$ cat src/rtl/search_controller.sv
// search_controller: sequencer sitting upstream of the word-search engine.
// On a start request it walks SRAM addresses from 0 and drives the per-word
// character index into the engine. It tracks where each word begins, qualifies
// the engine flags, and reports done / hit / hit_addr.
//
// Optional feature macro: SEARCH_CTRL_WORDCNT_EN adds the wcount port and a
// saturating 16-bit count of non-terminating spaces seen during a scan.
//
// Ports:
//   clock       in   system clock, rising edge
//   reset       in   synchronous, active-high reset
//   new_search  in   start/restart search (the engine's `new` pulse;
//                    `new` itself is a reserved word)
//   match       in   engine word-equals-search flag for the current data
//   ETX         in   engine end-of-text flag
//   sp          in   engine space flag
//   addr        out  SRAM read address (asynchronous-read SRAM)
//   CharCount   out  character index within the current word, to engine
//   busy        out  scan in progress
//   done        out  search finished, held until the next new_search
//   hit         out  qualified match found (valid with done)
//   hit_addr    out  address of the first character of the matched word
//   wcount      out  (SEARCH_CTRL_WORDCNT_EN only) word-separator count
module search_controller #(
  parameter int unsigned ADDR_W   = 10,
  parameter int unsigned MAX_ADDR = 2**ADDR_W - 1
) (
  input  logic              clock,
  input  logic              reset,
  input  logic              new_search,
  input  logic              match,
  input  logic              ETX,
  input  logic              sp,
  output logic [ADDR_W-1:0] addr,
  output logic [2:0]        CharCount,
  output logic              busy,
  output logic              done,
  output logic              hit,
  output logic [ADDR_W-1:0] hit_addr
`ifdef SEARCH_CTRL_WORDCNT_EN
  ,
  output logic [15:0]       wcount
`endif
);

  localparam logic [ADDR_W-1:0] LAST_ADDR  = ADDR_W'(MAX_ADDR);
  localparam logic [2:0]        CC_MAX     = 3'd6;
  localparam logic [2:0]        CC_HIT_MAX = 3'd5;

  typedef enum logic [1:0] {IDLE, SCAN, DONE} state_t;

  state_t            state, state_nxt;
  logic [ADDR_W-1:0] word_start, word_start_nxt;
  logic [ADDR_W-1:0] addr_nxt, hit_addr_nxt;
  logic [2:0]        cc_nxt;
  logic              hit_nxt, busy_nxt, done_nxt;

  // A match only counts while the word still fits the engine's 5-char compare.
  logic scan_hit, scan_end;
  assign scan_hit = match && (CharCount <= CC_HIT_MAX);
  assign scan_end = scan_hit || ETX || (addr == LAST_ADDR);

`ifdef SEARCH_CTRL_WORDCNT_EN
  logic [15:0] wcount_nxt;
`endif

  // State register plus registered outputs.
  always_ff @(posedge clock) begin
    if (reset) begin
      state      <= IDLE;
      addr       <= '0;
      CharCount  <= '0;
      word_start <= '0;
      busy       <= 1'b0;
      done       <= 1'b0;
      hit        <= 1'b0;
      hit_addr   <= '0;
`ifdef SEARCH_CTRL_WORDCNT_EN
      wcount     <= '0;
`endif
    end else begin
      state      <= state_nxt;
      addr       <= addr_nxt;
      CharCount  <= cc_nxt;
      word_start <= word_start_nxt;
      busy       <= busy_nxt;
      done       <= done_nxt;
      hit        <= hit_nxt;
      hit_addr   <= hit_addr_nxt;
`ifdef SEARCH_CTRL_WORDCNT_EN
      wcount     <= wcount_nxt;
`endif
    end
  end

  // Next-state: new_search wins in every state; SCAN ends on any terminator.
  always_comb begin
    state_nxt = state;
    if (new_search) begin
      state_nxt = SCAN;
    end else begin
      case (state)
        SCAN:    if (scan_end) state_nxt = DONE;
        default: state_nxt = state;
      endcase
    end
  end

  // Next values of the registered outputs and scan datapath.
  always_comb begin
    addr_nxt       = addr;
    cc_nxt         = CharCount;
    word_start_nxt = word_start;
    hit_nxt        = hit;
    hit_addr_nxt   = hit_addr;
    busy_nxt       = (state_nxt == SCAN);
    done_nxt       = (state_nxt == DONE);
    if (new_search) begin
      addr_nxt       = '0;
      cc_nxt         = '0;
      word_start_nxt = '0;
      hit_nxt        = 1'b0;
      hit_addr_nxt   = '0;
    end else if (state == SCAN) begin
      if (scan_hit) begin
        hit_nxt      = 1'b1;
        hit_addr_nxt = word_start;
      end else if (ETX || (addr == LAST_ADDR)) begin
        hit_nxt = 1'b0;
      end else begin
        addr_nxt = addr + ADDR_W'(1);
        if (sp) begin
          cc_nxt         = '0;
          word_start_nxt = addr + ADDR_W'(1);
        end else if (CharCount < CC_MAX) begin
          cc_nxt = CharCount + 3'd1;
        end
      end
    end
  end

`ifdef SEARCH_CTRL_WORDCNT_EN
  // Counts spaces that advance the scan; a terminating cycle never counts.
  always_comb begin
    wcount_nxt = wcount;
    if (new_search) begin
      wcount_nxt = '0;
    end else if ((state == SCAN) && !scan_end && sp && (wcount != 16'hFFFF)) begin
      wcount_nxt = wcount + 16'd1;
    end
  end
`endif

endmodule

$ cat config.mk
export PLATFORM = sky130hd
export DESIGN_NAME = search_controller
export DESIGN_NICKNAME = d
export VERILOG_FILES = /design/src/rtl/search_controller.sv
export SDC_FILE = /design/constraint.sdc
export NUM_CORES = 1
export LEC_CHECK = 0
export BUFFER_PORTS_ARGS = -buffer_cell sky130_fd_sc_hd__clkbuf_2
export CORE_MARGIN = 1.5
export CORE_UTILIZATION = 50
export CTS_BUF_LIST = sky130_fd_sc_hd__clkbuf_16
export DETAILED_ROUTE_END_ITERATION = 10
export GPL_TIMING_DRIVEN = 0
export HOLD_SLACK_MARGIN = 0.03
export PLACE_DENSITY = 0.73
export SYNTH_ARGS = -nofsm -noshare
export SYNTH_HDL_FRONTEND = slang
export SYNTH_SLANG_ARGS = --single-unit
$ cat constraint.sdc
create_clock -name clock -period 2.5 [get_ports clock]
set_clock_uncertainty 0.1 [all_clocks]
set_input_delay 0.125 -clock clock [delete_from_list [all_inputs] [get_ports clock]]
set_output_delay 0.125 -clock clock [all_outputs]
set_load 0.01 [all_outputs]
==> flow_summary_export.csv, run 1 <==
group,metric,value,unit
sta,relSlewSlack,50.2,%
synth,yosysTopAreaCell,"dfxtp_1",
power,vdd_drop_max,0.303,mV
clock_network,htreeDepth,2,
die,coreArea,0.00331,mm²
synth,syn_avg_cell_area,8.56,µm²
setup_path,critPathKind,"flip-flop to flip-flop",
setup_path,reg2reg_to,"done",
setup_path,path_buf_inv,0,
final_layout,fill_cells,310,
clock_network,cts_sinks,38,
setup_path,cp.depth,5,
clock_network,path_clk_slew,0.06,ns
drt,ant_nets,0,
placement,placed_area,0.00193,mm²
sta,setup_viol,0,
die,die_h,61.5,µm
global_route,overflow,0,
drt,totalWireLength,3930,µm
synth,syn-cell-area,0.00171,mm²
clock_network,cts_tree,"yes",
final_layout,regArea,761,µm²
clock_network,cts_resized,0,
setup_path,crit_path_end_kind,"flip-flop",
final_layout,area_delta_synth_final,21.8,%
final_layout,stdcell_area,0.00209,mm²
die,io_pins,32,
synth,synth_area_leaders,"dfxtp_1, a21oi_1, nand2_1",
setup_path,r2r_start,"addr[0]",
die,rows,21,
drt,drt_iter0_drc,74,
clock_network,root_buffer,"clkbuf_16",
sta,fmax,476,MHz
flow_run,drv_cap,0,
synth,synth_warnings,0,
synth,synthArstFlopShare,0,%
clock_network,cts.path.max_buffers,2,
setup_path,required,2.60,ns
global_route,grt_max_degree,13,
placement,port_buffers,31,
global_route,antenna_found_initial,0,
global_route,grt_usage,24.0,%
setup_path,crit_path_end,"done",
drt,wl_per_cell,13.7,µm
synth,syn_inst,200,
power,p_per_area,615,mW/mm²
setup_path,ff2ff_path_depth,5,
sta,rsz0062_at_grt,"false",
die,initial_core_util,51.7,%
sta,drv_slew,0,
sta,tightest_slew,0.737,ns
placement,hpwl,2720,µm
final_layout,diodes,0,
die,design.die.area,0.00379,mm²
synth,synthFlopType,"dfxtp_1",
global_route,grt_pass1_vias,1329,
hold_path,hp-class,"primary input to flip-flop",
sta,min_period_over_period,84.0,%
power,p_leak,0.764,nW
final_layout,multi_input_area,873,µm²
setup_path,cp-start-kind,"flip-flop",
drt,dr_total_vias,1549,
global_route,grt_pass1_wl,6470,µm
power,finalPower,1.28,mW
setup_path,max_stage_delay,0.70,ns
synth,synth.top_cells.by_count,"dfxtp_1, a21oi_1, nand2_1, nor2_1, a211oi_1",
sta,setup_tns,0,ns
clock_network,clock_latency,0.28,ns
synth,synth_most_common_cell,"dfxtp_1",
setup_path,path_delay_family,"compound AO/OA/AOI/OAI gates",
clock_network,post_cts_buffers,0,
clock_network,cts_buffers,5,
sta,final-hold-violation-count,0,
synth,ys_ff_latch,38,
synth,ys_types,41,
drt,viasPerCell,5.40,
synth,yosysTopAreaCellShare,44.4,%
die,die_w,61.5,µm
drt,drc,0,
setup_path,cpMaxStageDelayCell,"o311ai_0",
final_layout,drive_above_1_share,21.6,%
sta,fin_ws,0.400,ns
setup_path,cp_max_fo,7,
setup_path,r2r_slack,0.40,ns
sta,period_minus_slack,2.10,ns
synth,synth_edf_count,0,
outcome,status,"complete, no violations",
placement,place_congestion,0.842,
final_layout,nets,248,
synth,synthesis.nets,208,
setup_path,critPathArrivalTime,2.20,ns
setup_path,crit_start,"addr[0]",
setup_path,cp_cell_sequence,"ha_1, nand3_1, o311ai_0, a21oi_1, nor3_1",
drt,dr.pass1.iters,4,
placement,pre_cts_slack,0.400,ns
synth,synth_seq_area_share,44.4,%
[worst min-delay path by stage]
stage,cells after the start,from,slack (ns),to
floorplan,1,reset,0.09,state[0]
global placement,2,reset,0.23,state[0]
detailed placement,2,reset,0.23,state[0]
CTS,4,sp,0.12,CharCount[2]
global route,4,sp,0.17,CharCount[2]
finish,4,sp,0.13,CharCount[2]
[layout make-up]
type	count	area share [%]
Buffer	13	3.42
Clock buffer	5	6.00
Clock inverter	3	0.779
Inverter	2	0.360
Multi-Input combinational cell	147	41.8
Sequential cell	38	36.5
Tap cell	46	2.76
Timing Repair Buffer	33	8.39
[sequential cells by signal, indices dropped and copies added, names as in the netlist]
register	count
addr	10
hit_addr	10
word_start	10
CharCount	3
state	2
busy	1
done	1
hit	1
[worst reg2reg max path: cells and delay by family, from the launching register on]
family / cells / cell delay, ns
AO/OA/AOI/OAI: 2 / 0.86
flip-flops: 1 / 0.42
AND/OR/NAND/NOR: 2 / 0.34
adder cells (fa/ha/maj): 1 / 0.30
[logic make-up after synthesis]
group	count (synthesis)	synth area share, %
adders and majority gates	2	1.46
buffers and inverters	15	4.60
and+or+nand+nor	72	21.4
DFF	38	44.4
AOI/OAI and AO/OA	65	24.0
xor gates and xnor gates	8	4.09
[through the flow]
stage	instances	util, %	hold WS, ns
4_1_cts	287	63.0	0.116
5_1_grt	287	63.0	0.166
3_5_place_dp	277	58.2	0.232
2_1_floorplan	200	-	0.0941
6_report	287	63.0	0.126
3_3_place_gp	277	58.2	0.226
[power by group]
part / total (mW) / leakage (nW) / switching, mW / internal [mW]
logic: 0.0612 / 0.390 / 0.0401 / 0.0211
clock network: 0.606 / 0.0672 / 0.243 / 0.363
registers: 0.616 / 0.307 / 0.00447 / 0.611
total: 1.28 / 0.764 / 0.287 / 0.996
[repair_timing]
action / 4_1_cts / 5_1_grt
hold endpoints to repair: 2 / 0
hold buffers: 2 / 0
setup endpoints to repair: 0 / 0
[layer usage]
layer,global-route usage (%),vias to the layer above,part of all wire (%)
met1,32.3,699,49
met5,0,-,0
met4,9.12,0,1.8
met3,8.19,6,5.4
li1,-,806,-
met2,35.5,38,44
[cells in the final DEF (no fill, tap or decap), drive strengths merged, types with 2 or more instances in the layout]
master	instances
clkbuf	43
dfxtp	38
a21oi	33
nand2	30
nor2	12
a211oi	10
nand3	7
xnor2	7
buf	6
o21ai	5
a31oi	4
nor3	4
and3	3
o31ai	3
nor2b	3
or3	2
a31o	2
or4	2
inv	2
o41ai	2
nand4b	2
ha	2
dlygate4sd3	2
nand4	2
clkinv	2
(Power assumes the default switching activity.)
==> run 2, diff against run 1 <==
==> constraint.sdc (replaced) <==
create_clock -name clock -period 2.1 [get_ports clock]
set_clock_uncertainty 0.1 [all_clocks]
set_input_delay 0.105 -clock clock [delete_from_list [all_inputs] [get_ports clock]]
set_output_delay 0.105 -clock clock [all_outputs]
set_load 0.01 [all_outputs]
==> run 2 against run 1 <==
Clock power increased by 18%. First-iteration DRC count is 6.8% lower. Maximum frequency is 9.2% higher. Combinational power is 20% higher. Sequential power grew 19%. Flip-flop and latch count unchanged. Highest routed layer unchanged.
==> flow_summary_export.csv, run 2 (same netlist as run 1, synthesis figures left out) <==
group,metric,value,unit
drt,drc,0,
sta,rsz0062_at_grt,"false",
final_layout,stdcell_count,287,
drt,dr_total_vias,1557,
final_layout,area_delta_synth_final,22.8,%
placement,hpwl,2720,µm
clock_network,cts.path.max_buffers,2,
drt,ant_nets,0,
die,design.die.area,0.00379,mm²
final_layout,stdcell_area,0.00210,mm²
global_route,antenna_found_initial,0,
setup_path,cp_max_fo,10,
global_route,grt_usage,24.0,%
setup_path,ff2ff_path_depth,7,
drt,wl_per_cell,13.8,µm
drt,dr.pass1.iters,4,
power,seqPwrFrac,48.1,%
drt,viasPerCell,5.43,
clock_network,cts_sinks,38,
power,p_leak,0.761,nW
power,power.clock.fraction,47.1,%
final_layout,largestRegisters,"addr x10, hit_addr x10, word_start x10",
final_layout,diodes,0,
power,cell_internal_pwr,1.19,mW
placement,placed_area,0.00193,mm²
sta,min_period_over_period,91.6,%
final_layout,nets,248,
clock_network,path_clk_slew,0.06,ns
die,rows,21,
placement,place_congestion,0.842,
sta,setup_tns,0,ns
clock_network,post_cts_buffers,0,
placement,place_inst,277,
clock_network,root_buffer,"clkbuf_16",
flow_run,drv_cap,0,
placement,port_buffers,31,
sta,fmax,520,MHz
sta,drv_slew,0,
setup_path,cp-start-kind,"flip-flop",
setup_path,required,2.15,ns
power,switchingPower,339,µW
power,vdd_drop_max,0.359,mV
die,io_pins,32,
clock_network,clock_latency,0.28,ns
setup_path,critPathArrivalTime,1.97,ns
clock_network,htreeDepth,2,
outcome,status,"complete, no violations",
global_route,grt_max_degree,13,
drt,totalWireLength,3960,µm
sta,tightest_slew,0.513,ns
setup_path,crit_path_end_kind,"flip-flop",
hold_path,hp-class,"primary input to flip-flop",
global_route,grt_pass1_vias,1329,
die,die_h,61.5,µm
final_layout,layout_commonest_cell,"dfxtp_1",
clock_network,cts_tree,"yes",
global_route,grt_pass1_wl,6470,µm
final_layout,drive_above_1_share,22.8,%
clock_network,cts_buffers,5,
hold_path,min_path_cells,4,
final_layout,mostFrequentLayoutCells,"dfxtp_1, a21oi_1, clkbuf_2",
global_route,overflow,0,
setup_path,critPathKind,"flip-flop to flip-flop",
drt,drt_iter0_drc,69,
sta,period_minus_slack,1.92,ns
die,initial_core_util,51.7,%
die,die_w,61.5,µm
sta,final-hold-violation-count,0,
sta,setup_viol,0,
power,p_per_area,725,mW/mm²
power,switching_share,22.2,%
die,coreArea,0.00331,mm²
sta,relSlewSlack,65.3,%
power,power_frac_comb,4.8,%
==> run 2: cell counts in the layout (fill, tap and decap cells not counted) <==
No cell type changed its count.
==> run 2: metal layers <==
layer	global-route usage (%)	wire length (µm)	vias to the layer above
met5	0	0	-
met3	8.19	213	6
met4	9.12	53	0
met2	35.5	1800	45
met1	32.3	1900	699
li1	-	-	807
==> run 2: final cells by class <==
type / count / area (µm²)
clock inverter: 3 / 16.3
sequential: 38 / 762
timing repair buffer: 33 / 175
tap: 46 / 57.6
clock buffer: 5 / 125
inverter: 2 / 7.51
fill: 311 / 1210
buffer: 13 / 71.3
multi-input combinational: 147 / 888
==> run 2: through the flow <==
step / util [%] / setup slack (ns) / total power [mW] / hold WS [ns]
final: 63.5 / 0.177 / 1.52 / 0.103
after global routing: 63.5 / 0.0107 / 1.59 / 0.146
after CTS: 63.0 / 0.0519 / 1.54 / 0.0962
after detailed placement: 58.2 / 0.000165 / 0.818 / 0.212
after global placement: 58.2 / 0.0283 / 0.817 / 0.206
after floorplan: - / 0.199 / 0.793 / 0.0741
==> run 2: timing repair <==
| item | in CTS | in global routing |
|---|---|---|
| gates resized for setup | 1 | 4 |
| endpoints found under the setup margin | 1 | 22 |
| endpoints found under the hold margin | 2 | 0 |
| hold buffers | 2 | 0 |
==> run 2: power by group through the flow <==
| stage | Sequential, mW | Clock, mW | Combinational, mW |
|---|---|---|---|
| after floorplan | 0.749 | 0 | 0.0432 |
| after global placement | 0.749 | 0 | 0.0682 |
| after detailed placement | 0.749 | 0 | 0.0691 |
| after CTS | 0.733 | 0.737 | 0.0732 |
| after global routing | 0.734 | 0.770 | 0.0823 |
| final | 0.734 | 0.718 | 0.0735 |
==> run 2: critical path, cell delays in order, from the launching register on <==
cell,delay [ns]
dfxtp_1,0.43
ha_4,0.20
nand3_1,0.16
or3_1,0.39
buf_6,0.15
buf_6,0.15
a21oi_1,0.14
a211oi_1,0.07
==> run 2: final timing paths <==
path | from | end | slack, ns
worst max-delay path | addr[1] | word_start[2] | 0.18
worst min-delay path | sp | CharCount[2] | 0.10
worst max register to register | addr[1] | word_start[2] | 0.18
worst min register to register | word_start[9] | hit_addr[9] | 0.35
